### config.mk
export PLATFORM = sky130hd
export DESIGN_NAME = regfile_port_arbiter_flat
export DESIGN_NICKNAME = d
export VERILOG_FILES = /design/src/rtl/regfile_port_arbiter_pkg.sv /design/src/rtl/regfile_port_arbiter_if.sv /design/src/rtl/regfile_port_arbiter_rr_arbiter.sv /design/src/rtl/regfile_port_arbiter.sv /design/src/flat_wrapper.sv
export SDC_FILE = /design/constraint.sdc
export NUM_CORES = 1
export LEC_CHECK = 0
export BUFFER_PORTS_ARGS = -buffer_cell sky130_fd_sc_hd__clkbuf_2
export CORE_MARGIN = 4
export CORE_UTILIZATION = 44
export CTS_CLUSTER_SIZE = 10
export DETAILED_ROUTE_END_ITERATION = 10
export HOLD_SLACK_MARGIN = 0.15
export MAX_ROUTING_LAYER = met4
export PLACE_DENSITY_LB_ADDON = 0.15
export SKIP_LAST_GASP = 1
export SLEW_MARGIN = 10
export SYNTH_ARGS = -nofsm -noshare
export SYNTH_HDL_FRONTEND = slang
export SYNTH_SLANG_ARGS = --single-unit
### constraint.sdc
create_clock -name clk -period 4 [get_ports clk]
set_clock_uncertainty 0.2 [all_clocks]
set_input_delay 1 -clock clk [delete_from_list [all_inputs] [get_ports clk]]
set_output_delay 1 -clock clk [all_outputs]
set_load 0.01 [all_outputs]
### src/rtl/regfile_port_arbiter_pkg.sv
// ---------------------------------------------------------------------------
// asip_rf_pkg
// Purpose : shared widths and types for the register-file port arbiter and
//           its requesters (16 x 32-bit register file).
// Contents: REG_ADDR_W / REG_DATA_W widths, rf_addr_t / rf_data_t types.
// ---------------------------------------------------------------------------
package asip_rf_pkg;

    localparam int REG_DATA_W = 32;
    localparam int REG_COUNT  = 16;
    localparam int REG_ADDR_W = $clog2(REG_COUNT);

    typedef logic [REG_ADDR_W-1:0] rf_addr_t;
    typedef logic [REG_DATA_W-1:0] rf_data_t;

endpackage

### src/rtl/regfile_port_arbiter_if.sv
// ---------------------------------------------------------------------------
// regfile_port_arbiter_if
// Purpose : request/response bundle between the pipeline requesters and the
//           register-file port arbiter.
// Signals : rd_valid/rd_addr/rd_ready      read request handshake (packed)
//           rd_rsp_valid/rd_rsp_data       registered read response
//           wr_valid/wr_addr/wr_data/wr_ready  write request handshake (packed)
// Modports: master = requester side, slave = arbiter side.
// ---------------------------------------------------------------------------
interface regfile_port_arbiter_if #(
    parameter int NUM_RD = 2,
    parameter int NUM_WR = 2
);
    import asip_rf_pkg::*;

    logic [NUM_RD-1:0]            rd_valid;
    logic [NUM_RD*REG_ADDR_W-1:0] rd_addr;
    logic [NUM_RD-1:0]            rd_ready;
    logic [NUM_RD-1:0]            rd_rsp_valid;
    rf_data_t                     rd_rsp_data;

    logic [NUM_WR-1:0]            wr_valid;
    logic [NUM_WR*REG_ADDR_W-1:0] wr_addr;
    logic [NUM_WR*REG_DATA_W-1:0] wr_data;
    logic [NUM_WR-1:0]            wr_ready;

    modport master (
        output rd_valid, rd_addr, wr_valid, wr_addr, wr_data,
        input  rd_ready, rd_rsp_valid, rd_rsp_data, wr_ready
    );

    modport slave (
        input  rd_valid, rd_addr, wr_valid, wr_addr, wr_data,
        output rd_ready, rd_rsp_valid, rd_rsp_data, wr_ready
    );

endinterface

### src/rtl/regfile_port_arbiter_rr_arbiter.sv
// ---------------------------------------------------------------------------
// rr_arbiter
// Purpose : N-way round-robin arbiter with a combinational one-hot grant.
// Ports   : clk, reset (async, active-low)
//           req[N]      request lines
//           advance     a grant is being consumed this cycle
//           grant[N]    one-hot grant (zero when no request)
//           grant_idx   index of the granted requester
// The search starts at ptr_q; after a consumed grant to g the pointer moves
// to (g+1) mod N, otherwise it holds.
// ---------------------------------------------------------------------------
module rr_arbiter #(
    parameter int N  = 2,
    parameter int IW = (N > 1) ? $clog2(N) : 1
) (
    input  logic          clk,
    input  logic          reset,
    input  logic [N-1:0]  req,
    input  logic          advance,
    output logic [N-1:0]  grant,
    output logic [IW-1:0] grant_idx
);

    logic [IW-1:0] ptr_q;
    logic [IW-1:0] ptr_d;
    logic [IW-1:0] cand;
    logic          found;

    // First requester found walking from ptr_q wins.
    always_comb begin
        grant     = '0;
        grant_idx = '0;
        found     = 1'b0;
        cand      = '0;
        for (int k = 0; k < N; k++) begin
            cand = IW'((int'(ptr_q) + k) % N);
            if (!found && req[cand]) begin
                found       = 1'b1;
                grant[cand] = 1'b1;
                grant_idx   = cand;
            end
        end
    end

    // The winner moves to the back of the queue; wrap explicitly for non-power-of-2 N.
    always_comb begin
        ptr_d = ptr_q;
        if (advance && found) begin
            if (int'(grant_idx) == N - 1) begin
                ptr_d = '0;
            end else begin
                ptr_d = grant_idx + 1'b1;
            end
        end
    end

    always_ff @(posedge clk or negedge reset) begin
        if (!reset) begin
            ptr_q <= '0;
        end else begin
            ptr_q <= ptr_d;
        end
    end

endmodule

### src/rtl/regfile_port_arbiter.sv
// ---------------------------------------------------------------------------
// regfile_port_arbiter
// Purpose : shares the single read and single write port of the 16x32
//           register file among NUM_RD readers and NUM_WR writers.
// Ports   : clk, reset (async, active-low)
//           req_if          requester bundle (slave side)
//           rf_read_reg     -> Registers.readRegister
//           rf_read_value   <- Registers.readValue (combinational)
//           rf_write_en     write strobe
//           rf_write_reg    -> Registers.writeRegister
//           rf_write_value  -> Registers.writeValue
// Read data is registered one cycle after accept; a same-cycle write to the
// same register is forwarded into the response (write-first).
// ---------------------------------------------------------------------------
module regfile_port_arbiter
    import asip_rf_pkg::*;
#(
    parameter int NUM_RD = 2,
    parameter int NUM_WR = 2
) (
    input  logic                          clk,
    input  logic                          reset,
    regfile_port_arbiter_if.slave         req_if,
    output rf_addr_t                      rf_read_reg,
    input  rf_data_t                      rf_read_value,
    output logic                          rf_write_en,
    output rf_addr_t                      rf_write_reg,
    output rf_data_t                      rf_write_value
);

    localparam int RD_IW = (NUM_RD > 1) ? $clog2(NUM_RD) : 1;
    localparam int WR_IW = (NUM_WR > 1) ? $clog2(NUM_WR) : 1;

    logic [NUM_RD-1:0] rd_req;
    logic [NUM_RD-1:0] rd_grant;
    logic [RD_IW-1:0]  rd_idx;
    logic              rd_any;
    logic [NUM_WR-1:0] wr_req;
    logic [NUM_WR-1:0] wr_grant;
    logic [WR_IW-1:0]  wr_idx;
    logic              wr_any;

    logic [NUM_RD-1:0] rsp_valid_q;
    logic [NUM_RD-1:0] rsp_valid_d;
    rf_data_t          rsp_data_q;
    rf_data_t          rsp_data_d;

    // Requests are masked while reset is held so no grant or strobe leaks out.
    assign rd_req = req_if.rd_valid & {NUM_RD{reset}};
    assign wr_req = req_if.wr_valid & {NUM_WR{reset}};

    rr_arbiter #(.N(NUM_RD), .IW(RD_IW)) u_rd_arb (
        .clk       (clk),
        .reset     (reset),
        .req       (rd_req),
        .advance   (|rd_req),
        .grant     (rd_grant),
        .grant_idx (rd_idx)
    );

    rr_arbiter #(.N(NUM_WR), .IW(WR_IW)) u_wr_arb (
        .clk       (clk),
        .reset     (reset),
        .req       (wr_req),
        .advance   (|wr_req),
        .grant     (wr_grant),
        .grant_idx (wr_idx)
    );

    assign rd_any = |rd_grant;
    assign wr_any = |wr_grant;

    assign req_if.rd_ready     = rd_grant;
    assign req_if.wr_ready     = wr_grant;
    assign req_if.rd_rsp_valid = rsp_valid_q;
    assign req_if.rd_rsp_data  = rsp_data_q;
    assign rf_write_en         = wr_any;

    // Steer the granted payloads onto the register-file ports, zero when idle.
    always_comb begin
        rf_read_reg    = '0;
        rf_write_reg   = '0;
        rf_write_value = '0;
        if (rd_any) begin
            rf_read_reg = req_if.rd_addr[int'(rd_idx)*REG_ADDR_W +: REG_ADDR_W];
        end
        if (wr_any) begin
            rf_write_reg   = req_if.wr_addr[int'(wr_idx)*REG_ADDR_W +: REG_ADDR_W];
            rf_write_value = req_if.wr_data[int'(wr_idx)*REG_DATA_W +: REG_DATA_W];
        end
    end

    // The register file commits writes at the same edge we capture read data,
    // so its read port still shows the old value; forward the write instead.
    always_comb begin
        rsp_valid_d = rd_grant;
        rsp_data_d  = rsp_data_q;
        if (rd_any) begin
            if (wr_any && (rf_write_reg == rf_read_reg)) begin
                rsp_data_d = rf_write_value;
            end else begin
                rsp_data_d = rf_read_value;
            end
        end
    end

    always_ff @(posedge clk or negedge reset) begin
        if (!reset) begin
            rsp_valid_q <= '0;
            rsp_data_q  <= '0;
        end else begin
            rsp_valid_q <= rsp_valid_d;
            rsp_data_q  <= rsp_data_d;
        end
    end

endmodule

### src/flat_wrapper.sv
// flat-port wrapper written by rule: the top's interface ports become plain ports
module regfile_port_arbiter_flat import asip_rf_pkg::*;
#(
    parameter int NUM_RD = 2,
    parameter int NUM_WR = 2
)
  (clk, reset, rf_read_reg, rf_read_value, rf_write_en, rf_write_reg, rf_write_value, req_if_rd_valid, req_if_rd_addr, req_if_wr_valid, req_if_wr_addr, req_if_wr_data, req_if_rd_ready, req_if_rd_rsp_valid, req_if_rd_rsp_data, req_if_wr_ready);
  regfile_port_arbiter_if #(.NUM_RD(NUM_RD), .NUM_WR(NUM_WR)) req_if_i ();
  input  logic clk;
  input  logic reset;
  output rf_addr_t rf_read_reg;
  input  rf_data_t rf_read_value;
  output logic rf_write_en;
  output rf_addr_t rf_write_reg;
  output rf_data_t rf_write_value;
  input wire logic [$bits(req_if_i.rd_valid)-1:0] req_if_rd_valid;
  input wire logic [$bits(req_if_i.rd_addr)-1:0] req_if_rd_addr;
  input wire logic [$bits(req_if_i.wr_valid)-1:0] req_if_wr_valid;
  input wire logic [$bits(req_if_i.wr_addr)-1:0] req_if_wr_addr;
  input wire logic [$bits(req_if_i.wr_data)-1:0] req_if_wr_data;
  output wire logic [$bits(req_if_i.rd_ready)-1:0] req_if_rd_ready;
  output wire logic [$bits(req_if_i.rd_rsp_valid)-1:0] req_if_rd_rsp_valid;
  output wire logic [$bits(req_if_i.rd_rsp_data)-1:0] req_if_rd_rsp_data;
  output wire logic [$bits(req_if_i.wr_ready)-1:0] req_if_wr_ready;
  assign req_if_i.rd_valid = req_if_rd_valid;
  assign req_if_i.rd_addr = req_if_rd_addr;
  assign req_if_i.wr_valid = req_if_wr_valid;
  assign req_if_i.wr_addr = req_if_wr_addr;
  assign req_if_i.wr_data = req_if_wr_data;
  assign req_if_rd_ready = req_if_i.rd_ready;
  assign req_if_rd_rsp_valid = req_if_i.rd_rsp_valid;
  assign req_if_rd_rsp_data = req_if_i.rd_rsp_data;
  assign req_if_wr_ready = req_if_i.wr_ready;
  regfile_port_arbiter #(.NUM_RD(NUM_RD), .NUM_WR(NUM_WR)) u_core (.clk(clk), .reset(reset), .req_if(req_if_i), .rf_read_reg(rf_read_reg), .rf_read_value(rf_read_value), .rf_write_en(rf_write_en), .rf_write_reg(rf_write_reg), .rf_write_value(rf_write_value));
endmodule
==> impl_metrics.json <==
{
  "clockBufferDepth": 2,
  "dp.cells": 590,
  "ys_types": 33,
  "reg2regPathDepth": 6,
  "r2r-end": "u_core.req_if.rd_rsp_data[27]",
  "syn_to_final_growth_pct": 41.7,
  "rsz0062_at_grt": "no",
  "slew_viol_final": 0,
  "numCtsBuffers": 5,
  "critPathRequiredTime_ns": 2.80,
  "rows": 27,
  "dieArea_sq_mm": 0.00718,
  "hold_depth": 2,
  "start_util": 0.462,
  "grt_max_degree": 36,
  "clk_pin_slew_ns": 0.07,
  "max_cap_violations": 0,
  "p_seq_frac": 0.381,
  "num_antenna_cells": 0,
  "crit_path_max_incr_delay_ns": 0.26,
  "start_kind": "input pin",
  "swShare": 0.370,
  "vias": 3331,
  "dp_hpwl_mm": 7.48,
  "power_density_mw_per_mm2": 319,
  "antenna_found_initial": 0,
  "fmax_mhz": 290,
  "hold_path_startpoint": "u_core.req_if.rd_rsp_data[9]",
  "dieWidth_microns": 84.8,
  "endpoint_kind": "primary output",
  "ios": 197,
  "port_buffers": 196,
  "drive_gt1_frac": 0.440,
  "ff2ff_setup_slack_ns": 1.24,
  "hold_viol_final": 0,
  "ys_seq_elements": 36,
  "worst_path_most_repeated_cell": "clkbuf_2",
  "nets": 643,
  "p_int_mw": 0.738,
  "clockRootBuffer": "clkbuf_8",
  "post_cts_resize_count": 0,
  "drtAntennaViolNets": 0,
  "power_frac_comb": 0.376,
  "grt_pass1_vias": 3288,
  "postCtsHoldBufs": 0,
  "wl_per_cell_microns": 16.5,
  "initialDrtViolationCount": 203,
  "arrival_ns": 2.25,
  "postPlaceCellArea_sq_mm": 0.00358,
  "drcViolationCount": 0,
  "syn-num-nets": 462,
  "layout.cells.non_filler": 597,
  "tns_ns": 0,
  "cts_tree": "yes",
  "clock_sinks": 36,
  "core_sq_mm": 0.00561,
  "r2r_start": "u_core.u_wr_arb.ptr_q",
  "post-cts-setup-buffers": 0,
  "min_period_ns": 3.45,
  "slew_headroom": 0.312,
  "worst_pin_slew_ns": 1.03,
  "path_cells": "clkbuf_2, nand2b_4, nand3_1, inv_1, buf_4, nand2_1, a21oi_1, clkbuf_2",
  "drt_wl_total_mm": 9.84,
  "p_sw_mw": 0.433,
  "p_leak_nw": 1.97,
  "cts_htree_levels": 2,
  "clock_latency_ns": 0.29,
  "syn_avg_cell_area_sq_um": 7.54,
  "fin_crit_sh": 0.862,
  "grt_pass1_wl_mm": 16.0,
  "worstSetupPathType": "input pin to primary output",
  "gr-usage-all-layers": 0.280,
  "synth_seq_area_share": 0.347,
  "hold_path_end": "u_core.req_if.rd_rsp_data[9]",
  "setup_viol": 0,
  "final_cell_area_sq_mm": 0.00367,
  "first_pass_iters": 4,
  "crit_slowest_cell": "buf_4",
  "path_buf_inv": 4,
  "dieHeight_microns": 84.8,
  "synth_cells": 344,
  "hp-class": "flop to flop",
  "power.total_mw": 1.17,
  "place_congestion": 0.815,
  "path_max_fanout": 21,
  "overflow": 0,
  "syn-cell-area_sq_mm": 0.00259,
  "yosys_warnings": 0,
  "vdd_drop_max_v": 0.000194,
  "status": "finished clean",
  "path_delay_family": "buffers and inverters",
  "via_per_inst": 5.58,
  "p_clk_frac": 0.242
}
==> state kept, by name, indices dropped and copies added (netlist names) <==
| signal | cells |
|---|---|
| u_core.req_if.rd_rsp_data | 32 |
| u_core.req_if.rd_rsp_valid | 2 |
| u_core.u_rd_arb.ptr_q | 1 |
| u_core.u_wr_arb.ptr_q | 1 |
==> worst reg2reg max path: stages, from the launching register on <==
cell and delay (ns):
dfrtp_1 0.44, nand2b_4 0.20, a32oi_1 0.29, or3_4 0.19, nand4_2 0.68, o211ai_1 0.50
nand3_1 0.13
==> synth_stat cells (all sizes together) <==
library cell	instances	share of area
nor2	7	0.010
and4	1	0.0043
a21boi	2	0.012
a211oi	1	0.0048
nor2b	1	0.0024
and3	1	0.0024
nand3	35	0.068
clkbuf	17	0.025
and2	4	0.0097
o21ai	4	0.0077
o211a	2	0.0077
nand2	98	0.14
nand4	34	0.084
a32o	2	0.0082
a31oi	1	0.0024
or3	2	0.0087
a32oi	5	0.020
a21oi	34	0.066
inv	3	0.0043
o211ai	33	0.097
nand2b	2	0.011
dfrtp	36	0.35
xnor2	1	0.0034
buf	18	0.053
==> cells in the final DEF (no fill, tap or decap) <==
| master | netlist | layout |
|---|---|---|
| nand2b_4 | 2 | 2 |
| xnor2_1 | 1 | 1 |
| a32oi_1 | 4 | 4 |
| or3_4 | 2 | 2 |
| nor2b_1 | 1 | 1 |
| and3_1 | 1 | 1 |
| nand4_1 | 33 | 33 |
| a31oi_1 | 1 | 1 |
| a21oi_1 | 34 | 34 |
| and4_4 | 1 | 1 |
| nand2_1 | 98 | 98 |
| dfrtp_1 | 36 | 36 |
| a21boi_4 | 1 | 1 |
| and2_1 | 4 | 4 |
| o211a_1 | 2 | 2 |
| nor2_4 | 0 | 1 |
| nor2_1 | 7 | 6 |
| a32o_1 | 1 | 1 |
| o211ai_2 | 1 | 1 |
| o21ai_0 | 2 | 2 |
| a21boi_2 | 1 | 1 |
| buf_4 | 4 | 13 |
| nand4_2 | 1 | 1 |
| a211oi_2 | 1 | 1 |
| inv_1 | 3 | 3 |
| clkbuf_8 | 0 | 7 |
| clkbuf_2 | 0 | 196 |
| a32oi_2 | 1 | 1 |
| o211ai_1 | 32 | 32 |
| nand3_1 | 35 | 35 |
| a32o_2 | 1 | 1 |
| o21ai_2 | 0 | 2 |
==> metrics by stage <==
stage | hold slack [ns] | setup WS (ns) | util
floorplan | 0.309 | 0.817 | -
global placement | 0.259 | 0.533 | 0.638
detailed placement | 0.265 | 0.430 | 0.638
CTS | 0.281 | 0.556 | 0.655
global route | 0.305 | 0.406 | 0.655
finish | 0.278 | 0.553 | 0.655
==> kinds of logic (layout without fill, tap and decap cells) <==
logic type,after synthesis,in the layout,synth area share
and+or+nand+nor,185,185,0.342
AOI/OAI and AO/OA,84,84,0.225
buffers and inverters,38,219,0.0816
DFF,36,36,0.347
xor gates and xnor gates,1,1,0.00338
==> final cells by class <==
cell class                      instances  area (sq um)
Tap cell                               72          90.1
Timing Repair Buffer                  209          1080
Sequential cell                        36           901
Fill cell                             553          1940
Clock buffer                            7          96.3
Multi-Input combinational cell        270          1500
Inverter                                3          11.3
==> per-layer routing <==
layer  GRT usage  share of wire  vias up
li1            -              -     1604
met1       0.339           0.40     1522
met2       0.460           0.49      186
met3      0.0658          0.089       19
met4      0.0863          0.019        0
met5           -              0        -
==> power by group through the flow <==
stage | Clock, mW | Sequential (mW) | Combinational [mW]
6_report | 0.284 | 0.447 | 0.441
5_1_grt | 0.311 | 0.453 | 0.487
4_1_cts | 0.289 | 0.447 | 0.443
3_5_place_dp | 0 | 0.453 | 0.442
3_3_place_gp | 0 | 0.451 | 0.435
2_1_floorplan | 0 | 0.471 | 0.240
==> worst max path at each step <==
stage / slack, ns / start / cells after the start / to
after floorplan: 0.82 / req_if_wr_valid[1] / 6 / rf_write_value[22]
after global placement: 0.53 / reset / 7 / u_core.req_if.rd_rsp_data[24]
after detailed placement: 0.43 / reset / 7 / u_core.req_if.rd_rsp_data[27]
after CTS: 0.56 / req_if_wr_valid[0] / 8 / rf_write_value[1]
after global routing: 0.41 / req_if_wr_valid[0] / 8 / rf_write_value[9]
final: 0.55 / req_if_wr_valid[0] / 8 / rf_write_value[10]
No activity file was read; power rests on OpenSTA's default activity.
